File: config.mk
export PLATFORM = sky130hd
export DESIGN_NAME = jtframe_dio_seq
export DESIGN_NICKNAME = d
export VERILOG_FILES = /design/src/rtl/jtframe_dio_pkg.sv /design/src/rtl/jtframe_dio_shift.sv /design/src/rtl/jtframe_dio_seq.sv
export SDC_FILE = /design/constraint.sdc
export NUM_CORES = 1
export LEC_CHECK = 0
export BUFFER_PORTS_ARGS = -buffer_cell sky130_fd_sc_hd__buf_2
export CAP_MARGIN = 25
export CORE_UTILIZATION = 59
export CTS_BUF_LIST = sky130_fd_sc_hd__clkbuf_4 sky130_fd_sc_hd__clkbuf_8
export DETAILED_ROUTE_END_ITERATION = 8
export GPL_TIMING_DRIVEN = 0
export MAX_ROUTING_LAYER = met4
export PLACE_DENSITY = 0.79
export SLEW_MARGIN = 10
export SYNTH_ARGS = -nofsm -noshare
export SYNTH_HDL_FRONTEND = slang
export SYNTH_SLANG_ARGS = --single-unit
File: constraint.sdc
create_clock -name clk27 -period 2.7 [get_ports clk27]
set_input_delay 0.27 -clock clk27 [delete_from_list [all_inputs] [get_ports clk27]]
set_output_delay 0.27 -clock clk27 [all_outputs]
set_load 0.02 [all_outputs]
File: src/rtl/jtframe_dio_pkg.sv
// Shared definitions for the data_io download sequencer.
// Holds the data_io command bytes, the frame and FSM state encodings,
// and the helper that picks the constant/index byte for a frame position.
package jtframe_dio_pkg;

  localparam logic [7:0] DIO_FILE_TX     = 8'h53;
  localparam logic [7:0] DIO_FILE_TX_DAT = 8'h54;
  localparam logic [7:0] DIO_FILE_INDEX  = 8'h55;

  typedef enum logic [1:0] {
    F_IDX,
    F_TXON,
    F_DAT,
    F_TXOFF
  } frame_t;

  typedef enum logic [2:0] {
    ST_IDLE,
    ST_GAP,
    ST_LOAD,
    ST_WAIT_SRC,
    ST_BIT_LO,
    ST_BIT_HI,
    ST_FRAME_END,
    ST_FIN
  } state_t;

  // Byte sent at position 0 (command) or 1 of a frame. Data bytes of
  // F_DAT come from the source, so position 1 there is never asked for.
  function automatic logic [7:0] frame_byte(frame_t f, logic second, logic [7:0] idx);
    logic [7:0] b;
    b = DIO_FILE_TX;
    case (f)
      F_IDX:   b = second ? idx : DIO_FILE_INDEX;
      F_TXON:  b = second ? 8'hFF : DIO_FILE_TX;
      F_DAT:   b = DIO_FILE_TX_DAT;
      default: b = second ? 8'h00 : DIO_FILE_TX;
    endcase
    return b;
  endfunction

endpackage

File: src/rtl/jtframe_dio_shift.sv
// Byte shifter with SCK half-period divider, MSB first, SCK idle low.
// Ports: load/din start a byte (bit7 on DI the cycle after load); sck/di
// drive the SPI pins; byte_done pulses in the cycle SCK falls after bit0.
module jtframe_dio_shift #(
  parameter int SCK_DIV = 2
) (
  input  logic       clk27,
  input  logic       rst_base,
  input  logic       load,
  input  logic [7:0] din,
  output logic       sck,
  output logic       di,
  output logic       byte_done
);

  localparam int DW = (SCK_DIV > 1) ? $clog2(SCK_DIV) : 1;
  localparam logic [DW-1:0] DIV_LAST = DW'(SCK_DIV - 1);

  logic [6:0]    sr;
  logic [2:0]    bit_cnt;
  logic [DW-1:0] div_cnt;
  logic          active;

  always_ff @(posedge clk27 or posedge rst_base) begin
    if (rst_base) begin
      sr        <= '0;
      bit_cnt   <= '0;
      div_cnt   <= '0;
      active    <= 1'b0;
      sck       <= 1'b0;
      di        <= 1'b0;
      byte_done <= 1'b0;
    end else begin
      byte_done <= 1'b0;
      if (load) begin
        sr      <= din[6:0];
        di      <= din[7];
        sck     <= 1'b0;
        bit_cnt <= '0;
        div_cnt <= '0;
        active  <= 1'b1;
      end else if (active) begin
        if (div_cnt == DIV_LAST) begin
          div_cnt <= '0;
          if (!sck) begin
            sck <= 1'b1;
          end else begin
            // DI only moves together with the falling SCK edge, so it is
            // stable for the whole low phase and across the next rise.
            sck <= 1'b0;
            if (bit_cnt == 3'd7) begin
              active    <= 1'b0;
              byte_done <= 1'b1;
            end else begin
              di      <= sr[6];
              sr      <= {sr[5:0], 1'b0};
              bit_cnt <= bit_cnt + 3'd1;
            end
          end
        end else begin
          div_cnt <= div_cnt + DW'(1);
        end
      end
    end
  end

endmodule

File: src/rtl/jtframe_dio_seq.sv
// SPI master sequencing a whole data_io download: index, TX-start, data, TX-end.
// Ports: start/index/len launch a download; byte_req/byte_valid/byte_data fetch
// data bytes; abort cuts the data frame; busy/done report progress; SPI_* pins.
module jtframe_dio_seq
  import jtframe_dio_pkg::*;
#(
  parameter int SCK_DIV = 2,
  parameter int GAP     = 4,
  parameter int LENW    = 25
) (
  input  logic            clk27,
  input  logic            rst_base,
  input  logic            start,
  input  logic [7:0]      index,
  input  logic [LENW-1:0] len,
  input  logic            abort,
  output logic            byte_req,
  input  logic            byte_valid,
  input  logic [7:0]      byte_data,
  output logic            busy,
  output logic            done,
  output logic            SPI_SCK,
  output logic            SPI_DI,
  output logic            SPI_SS2,
  output logic            SPI_SS3,
  output logic            CONF_DATA0
);

  localparam int GW = (GAP > 1) ? $clog2(GAP) : 1;
  localparam logic [GW-1:0] GAP_LAST = GW'(GAP - 1);

  state_t          state;
  frame_t          frame;
  logic            second;     // past the command byte of the current frame
  logic [LENW-1:0] cnt;        // data bytes still to fetch
  logic [GW-1:0]   gap_cnt;
  logic [7:0]      idx_q;

  logic            fetch;
  logic            sh_load;
  logic [7:0]      sh_byte;
  logic            sh_sck;
  logic            sh_done;

  assign SPI_SS3    = 1'b1;
  assign CONF_DATA0 = 1'b1;
  assign SPI_SCK    = sh_sck;

  // Every byte after the command in F_DAT comes from the source.
  assign fetch = (frame == F_DAT) && second;

  always_comb begin
    sh_load = 1'b0;
    sh_byte = frame_byte(frame, second, idx_q);
    if (state == ST_LOAD && !fetch) begin
      sh_load = 1'b1;
    end else if (state == ST_WAIT_SRC && byte_valid) begin
      sh_load = 1'b1;
      sh_byte = byte_data;
    end
  end

  jtframe_dio_shift #(.SCK_DIV(SCK_DIV)) u_shift (
    .clk27     (clk27),
    .rst_base  (rst_base),
    .load      (sh_load),
    .din       (sh_byte),
    .sck       (sh_sck),
    .di        (SPI_DI),
    .byte_done (sh_done)
  );

  always_ff @(posedge clk27 or posedge rst_base) begin
    if (rst_base) begin
      state    <= ST_IDLE;
      frame    <= F_IDX;
      second   <= 1'b0;
      cnt      <= '0;
      gap_cnt  <= '0;
      idx_q    <= '0;
      busy     <= 1'b0;
      done     <= 1'b0;
      byte_req <= 1'b0;
      SPI_SS2  <= 1'b1;
    end else begin
      done     <= 1'b0;
      byte_req <= 1'b0;
      case (state)
        ST_IDLE: begin
          if (start) begin
            idx_q   <= index;
            cnt     <= len;
            frame   <= F_IDX;
            second  <= 1'b0;
            gap_cnt <= '0;
            busy    <= 1'b1;
            state   <= ST_GAP;
          end
        end
        // SS2 is also high during FRAME_END and LOAD, so the high window
        // between frames is GAP cycles plus those two.
        ST_GAP: begin
          if (gap_cnt == GAP_LAST) begin
            gap_cnt <= '0;
            state   <= ST_LOAD;
          end else begin
            gap_cnt <= gap_cnt + GW'(1);
          end
        end
        ST_LOAD: begin
          if (fetch) begin
            byte_req <= 1'b1;
            state    <= ST_WAIT_SRC;
          end else begin
            // Falls together with bit7 appearing on DI.
            SPI_SS2 <= 1'b0;
            state   <= ST_BIT_LO;
          end
        end
        ST_WAIT_SRC: begin
          if (byte_valid) begin
            cnt   <= cnt - LENW'(1);
            state <= ST_BIT_LO;
          end
        end
        ST_BIT_LO: begin
          if (sh_sck) state <= ST_BIT_HI;
        end
        ST_BIT_HI: begin
          if (sh_done) begin
            second <= 1'b1;
            if (frame == F_DAT ? (cnt == '0 || abort) : second) begin
              SPI_SS2 <= 1'b1;
              state   <= ST_FRAME_END;
            end else begin
              state <= ST_LOAD;
            end
          end else if (!sh_sck) begin
            state <= ST_BIT_LO;
          end
        end
        ST_FRAME_END: begin
          second  <= 1'b0;
          gap_cnt <= '0;
          state   <= ST_GAP;
          case (frame)
            F_IDX:   frame <= F_TXON;
            F_TXON:  frame <= (cnt == '0) ? F_TXOFF : F_DAT;
            F_DAT:   frame <= F_TXOFF;
            default: state <= ST_FIN;
          endcase
        end
        ST_FIN: begin
          done  <= 1'b1;
          busy  <= 1'b0;
          state <= ST_IDLE;
        end
        default: state <= ST_IDLE;
      endcase
    end
  end

endmodule
==> results of run 1 <==
-- worst register-to-register path: cells and delay by family (launching register included) --
| kind | cells | cell delay, ns |
|---|---|---|
| simple gates | 3 | 0.88 |
| compound gates | 2 | 0.56 |
| flops | 1 | 0.42 |
| buf+inv | 2 | 0.29 |
| fa+ha+maj | 1 | 0.23 |
-- layout make-up --
cell class / instances / area, sq um / area share (%)
plain buffers: 26 / 115 / 2.81
inverters: 13 / 51.3 / 1.25
multi-input cells: 304 / 1910 / 46.5
clock buffers: 13 / 166 / 4.06
well taps: 72 / 90.1 / 2.20
flip-flops and latches: 60 / 1500 / 36.7
repair buffers: 51 / 255 / 6.23
clock inverters: 2 / 10.0 / 0.244
-- routing by layer --
layer,share of wire [%],up-vias
met5,0,-
met4,1.1,0
met3,5.5,11
met2,45,112
met1,48,1607
li1,-,1594
-- power by group --
part | internal [W] | leakage (nW) | total (W) | switching, W
Clock | 0.000396 | 0.0961 | 0.000728 | 0.000332
Sequential | 0.00132 | 0.711 | 0.00169 | 0.000374
Combinational | 0.000853 | 0.960 | 0.00199 | 0.00113
-- kinds of logic (layout without fill, tap and decap cells) --
family	count (synthesis)	in the layout	share of synthesized area, %
buffers and inverters	39	105	4.59
AOI/OAI and AO/OA	130	130	23.7
DFF	60	60	42.1
and+or+nand+nor	146	146	21.4
adders and majority gates	8	8	2.81
xor gates and xnor gates	3	3	0.736
muxes	15	15	4.59
other	1	2	0.105
-- how the worst max path moves through the flow --
stage          endpoint  cells past startpoint
2_1_floorplan   SPI_SS2                      8
3_3_place_gp     cnt[9]                      2
3_5_place_dp    SPI_SS2                      8
4_1_cts         SPI_SS2                      8
5_1_grt         SPI_SS2                      8
6_report        SPI_SS2                      8
-- through the flow --
stage	power, W	std cells	area (sq um)
finish	0.00441	541	4100
global route	0.00476	541	4100
CTS	0.00439	541	4100
detailed placement	0.00365	526	3920
global placement	0.00357	526	3920
floorplan	0.00315	403	3570
-- cell usage in the layout (no fill, tap or decap), types with 4 or more instances in the layout --
master,count
dfrtp_1,59
buf_2,53
nor2_1,42
nand2_1,40
a21oi_1,33
o21ai_0,31
clkbuf_1,19
o22ai_1,14
inv_1,12
mux2_2,11
nand3_1,11
a2bb2oi_1,11
clkbuf_8,11
nor3_1,8
ha_1,8
nand2b_1,6
nor2b_1,6
a22oi_1,6
nand4_1,5
nand3b_1,5
a221oi_1,4
mux2i_1,4
-- registers in the layout, indices dropped and copies added, names as in the netlist --
| register | count |
|---|---|
| u_shift.di | 1 |
| SPI_SS2 | 1 |
| busy | 1 |
| u_shift.sck | 1 |
| frame | 2 |
| state | 3 |
| second | 1 |
| u_shift.sr | 7 |
| idx_q | 8 |
| u_shift.bit_cnt | 3 |
| u_shift.active | 1 |
| gap_cnt | 2 |
| cnt | 25 |
| u_shift.div_cnt | 1 |
| done | 1 |
| byte_req | 1 |
| u_shift.byte_done | 1 |
==> results.yml, run 1 <==
synthesis:
  ys_top_cells_by_area: "dfrtp_1, a21oi_1, nor2_1"
  ys_warn_count: 0
  synth_enable_flop_cells: 0
  syn_avg_cell_area_sq_um: 8.88
  synth_cell_type_count: 65
  yosysSeqAreaShare_pct: 42.1
  synth_common_cells: "dfrtp_1, nor2_1, nand2_1"
  synth_ff_type: "dfrtp_1"
  syn_area_sq_um: 3570
  yosysMostFrequentCell: "dfrtp_1"
  synth_top_area_share_pct: 41.4
  synthArstFlopShare_pct: 100
  synth.largest_area_cell: "dfrtp_1"
  synth_seq_cells: 60
  synthCells: 402
floorplanning:
  die_x_microns: 79.8
  start_util_pct: 62.9
  num_rows: 27
  core_area_sq_um: 5680
  die_h_microns: 79.8
  io_pins: 54
  dieArea_sq_um: 6360
sta:
  fmax_ghz: 0.409
  rsz0062_at_grt: "no"
  slew_violations: 0
  skew_ns: 0.0109
  hold_slack_ns: 0.0848
  slew_headroom_pct: 48.3
  tns_ns: 0
  worst_pin_slew_ns: 0.771
  fin_crit_sh_pct: 90.5
  hold_viol: 0
  finalWorstSetupSlack_ns: 0.256
  period_needed_ns: 2.44
  setup_viol: 0
critical_path:
  rr_startpoint: "cnt[0]"
  path_cells: "inv_1, ha_1, or4b_1, buf_6, nor3_4, nand4_1, a311oi_2, a22o_1"
  startpoint_type: "flip-flop"
  slowest_delay_ns: 0.47
  path_buf_inv: 2
  critPathRequiredTime_ns: 2.97
  critical-path-top-delay-family: "simple AND/OR/NAND/NOR gates"
  setup.worst_path.start: "cnt[0]"
  ff2ff_path_depth: 8
  crit_path_top_delay_cell: "or4b_1"
  critical_path.max_fanout: 7
  worstPathArrival_ns: 2.71
  critical_path_class: "flip-flop to flip-flop"
  cp-end-kind: "flip-flop"
  r2r_end: "SPI_SS2"
  ff2ff_setup_slack_ns: 0.26
cells_and_area:
  final_util_pct: 72.2
  drive_gt1_share_pct: 20.7
  syn_to_final_growth_pct: 14.8
  fill_cells: 446
  nNetsFinal: 519
  antenna_cells: 0
outcome:
  status: "complete, no violations"
cts:
  post-cts-setup-buffers: 0
  numCtsBuffers: 9
  cts_tree: "built"
  cts_hold_buffers: 0
  clk_pin_slew_worst_paths_ns: 0.06
  clk_path_buf_depth: 2
  cts_resized: 0
  clock_sinks: 60
  h-tree-depth: 3
  cts-root-buf: "clkbuf_8"
  insertion_delay_ns: 0.33
detailed_routing:
  ant_nets: 0
  drc_errors: 0
  wl_microns: 8730
  via_per_inst: 6.14
  drtIter0Drc: 266
  dr.pass1.iters: 5
  vias: 3324
  wire_per_inst_microns: 16.1
flow_run:
  cap_violations: 0
place:
  hpwl_microns: 6180
  place_congestion: 0.901
  portBuffers: 51
  pre_cts_slack_ns: 0.310
power_and_ir_drop:
  power_density_nw_per_um2: 1080
  max-vdd-ir-drop_v: 0.000615
  power_leakage_nw: 1.77
global_routing:
  grt_pass1_wl_microns: 14900
  met3_usage_pct: 6.17
  grt.busiest_layer: "met1"
  grtUsageTotal_pct: 31.2
  antenna_found_initial: 0
  grt_util_met2_pct: 44.4
  grt_pass1_vias: 3056
  overflow: 0
  gr-usage-met1_pct: 45.1
  grt_max_degree: 61
hold_path:
  hold_path_class: "input pin to async pin"
Power figures use the tool's default switching activity.
==> inputs of run 2 (changes only) <==
--- a/config.mk
+++ b/config.mk
@@ -7,13 +7,14 @@
 export LEC_CHECK = 0
 export BUFFER_PORTS_ARGS = -buffer_cell sky130_fd_sc_hd__buf_2
 export CAP_MARGIN = 25
-export CORE_UTILIZATION = 59
+export CORE_UTILIZATION = 64
 export CTS_BUF_LIST = sky130_fd_sc_hd__clkbuf_4 sky130_fd_sc_hd__clkbuf_8
 export DETAILED_ROUTE_END_ITERATION = 8
 export GPL_TIMING_DRIVEN = 0
 export MAX_ROUTING_LAYER = met4
-export PLACE_DENSITY = 0.79
-export SLEW_MARGIN = 10
+export PLACE_DENSITY = 0.85
+export SKIP_CTS_REPAIR_TIMING = 1
+export SLEW_MARGIN = 20
 export SYNTH_ARGS = -nofsm -noshare
 export SYNTH_HDL_FRONTEND = slang
 export SYNTH_SLANG_ARGS = --single-unit
==> constraint.sdc (replaced) <==
create_clock -name clk27 -period 3.1 [get_ports clk27]
set_input_delay 0.31 -clock clk27 [delete_from_list [all_inputs] [get_ports clk27]]
set_output_delay 0.31 -clock clk27 [all_outputs]
set_load 0.02 [all_outputs]
==> run 2 against run 1 <==
  * Combinational power down 12%
  * Register-to-register slack better by 0.41 ns
  * Clock skew down 0.0020 ns
  * Largest power group unchanged
  * Highest routed layer unchanged
==> results.yml, run 2 (same netlist as run 1, synthesis figures left out) <==
place:
  portBuffers: 51
  place_congestion: 0.914
  hpwl_microns: 6280
  dp_cells: 525
  post_dp_cell_area_sq_um: 3950
  pre_cts_slack_ns: 0.742
sta:
  hold_viol: 0
  slew_headroom_pct: 47.5
  finalWorstSetupSlack_ns: 0.670
  hold_slack_ns: 0.191
  worst_pin_slew_ns: 0.783
  setup_viol: 0
  fin_crit_sh_pct: 78.4
  rsz0062_at_grt: "no"
  slew_violations: 0
  skew_ns: 0.00894
  fmax_ghz: 0.411
  period_needed_ns: 2.43
  tns_ns: 0
cells_and_area:
  syn_to_final_growth_pct: 16.2
  final_common_cell: "dfrtp_1"
  multiInputGateArea_sq_um: 1910
  antenna_cells: 0
  final_cell_mix: "dfrtp_1, buf_2, nor2_1"
  fill_cells: 355
  reg_top3: "cnt (25), idx_q (8), u_shift.sr (7)"
  drive_gt1_share_pct: 21.0
  largest_reg_flops: 25
  seqCellArea_sq_um: 1500
  regMostFlops: "cnt"
  nNetsFinal: 521
  postLayoutCellArea_sq_um: 4150
  final_cell_count_no_fill: 542
power_and_ir_drop:
  internal-power_w: 0.00228
  combPwrFrac_pct: 44.6
  power_leakage_nw: 1.79
  max-vdd-ir-drop_v: 0.000575
  power_density_nw_per_um2: 947
  sequentialPowerShare_pct: 37.2
  pwr-share-clk_pct: 18.2
  p_sw_w: 0.00165
  swShare_pct: 41.9
cts:
  insertion_delay_ns: 0.35
  clk_path_buf_depth: 2
  clk_pin_slew_worst_paths_ns: 0.07
  cts_tree: "built"
  cts-root-buf: "clkbuf_8"
  h-tree-depth: 3
  numCtsBuffers: 9
  clock_sinks: 60
hold_path:
  hold_start: "index[6]"
  hold_path_class: "input pin to flip-flop"
detailed_routing:
  wire_per_inst_microns: 16.6
  drtIter0Drc: 304
  vias: 3418
  wl_microns: 8990
  via_per_inst: 6.31
  ant_nets: 0
  dr.pass1.iters: 5
  drc_errors: 0
global_routing:
  grt_max_degree: 50
  overflow: 0
  grt_pass1_wl_microns: 15000
  antenna_found_initial: 0
  grt_pass1_vias: 3308
  grtUsageTotal_pct: 33.0
critical_path:
  worstPathArrival_ns: 2.72
  ff2ff_setup_slack_ns: 0.67
  cp-end-kind: "flip-flop"
  startpoint_type: "flip-flop"
  critical_path_class: "flip-flop to flip-flop"
  critical_path.max_fanout: 7
  setup.worst_path.start: "cnt[0]"
  critPathRequiredTime_ns: 3.39
  rr_startpoint: "cnt[0]"
floorplanning:
  die_x_microns: 76.7
  die_h_microns: 76.7
  io_pins: 54
  dieArea_sq_um: 5880
  core_area_sq_um: 5240
  start_util_pct: 68.1
  num_rows: 26
flow_run:
  cap_violations: 0
outcome:
  status: "complete, no violations"
==> run 2: path summary, 6_finish.rpt <==
path / depth (start not counted) / to
max reg2reg: 8 / SPI_SS2
min reg2reg: 1 / gap_cnt[0]
min in group asynchronous: 3 / cnt[4]
min: 2 / idx_q[6]
max in group asynchronous: 4 / SPI_SS2
max: 8 / SPI_SS2
==> run 2: per-stage QoR <==
| step | power [W] | util, % |
|---|---|---|
| floorplan | 0.00274 | - |
| global placement | 0.00309 | 74.7 |
| detailed placement | 0.00319 | 75.3 |
| CTS | 0.00390 | 79.0 |
| global route | 0.00419 | 79.2 |
| finish | 0.00393 | 79.2 |
==> run 2: critical path: stages, from the launching register on <==
cell and delay, ns:
dfrtp_1 0.41, inv_1 0.11, ha_1 0.22, or4b_1 0.47, buf_6 0.17, nor3_4 0.20, nand4_1 0.24, a311oi_2 0.39
a22o_1 0.18
==> run 2: per-layer routing <==
layer / global-route usage, % / routed length (microns) / up-vias / part of all wire, %
li1: - / - / 1606 / -
met1: 39.4 / 3800 / 1628 / 42
met2: 55.5 / 4390 / 152 / 49
met3: 4.40 / 509 / 32 / 5.7
met4: 14.8 / 283 / 0 / 3.1
met5: - / 0 / - / 0
==> run 2: final cells by class <==
| type | count | area share, % |
|---|---|---|
| timing repair buffer | 53 | 7.06 |
| clock inverter | 5 | 1.27 |
| buffer | 26 | 2.78 |
| tap | 70 | 2.11 |
| multi-input combinational | 304 | 46.0 |
| inverter | 13 | 1.24 |
| clock buffer | 11 | 3.35 |
| sequential | 60 | 36.2 |
==> run 2: power by group through the flow <==
stage | sequential, W | clock [W] | combinational (W)
4_1_cts | 0.00146 | 0.000712 | 0.00173
6_report | 0.00146 | 0.000716 | 0.00175
3_3_place_gp | 0.00144 | 0 | 0.00165
5_1_grt | 0.00151 | 0.000744 | 0.00194
2_1_floorplan | 0.00141 | 0 | 0.00132
3_5_place_dp | 0.00147 | 0 | 0.00172
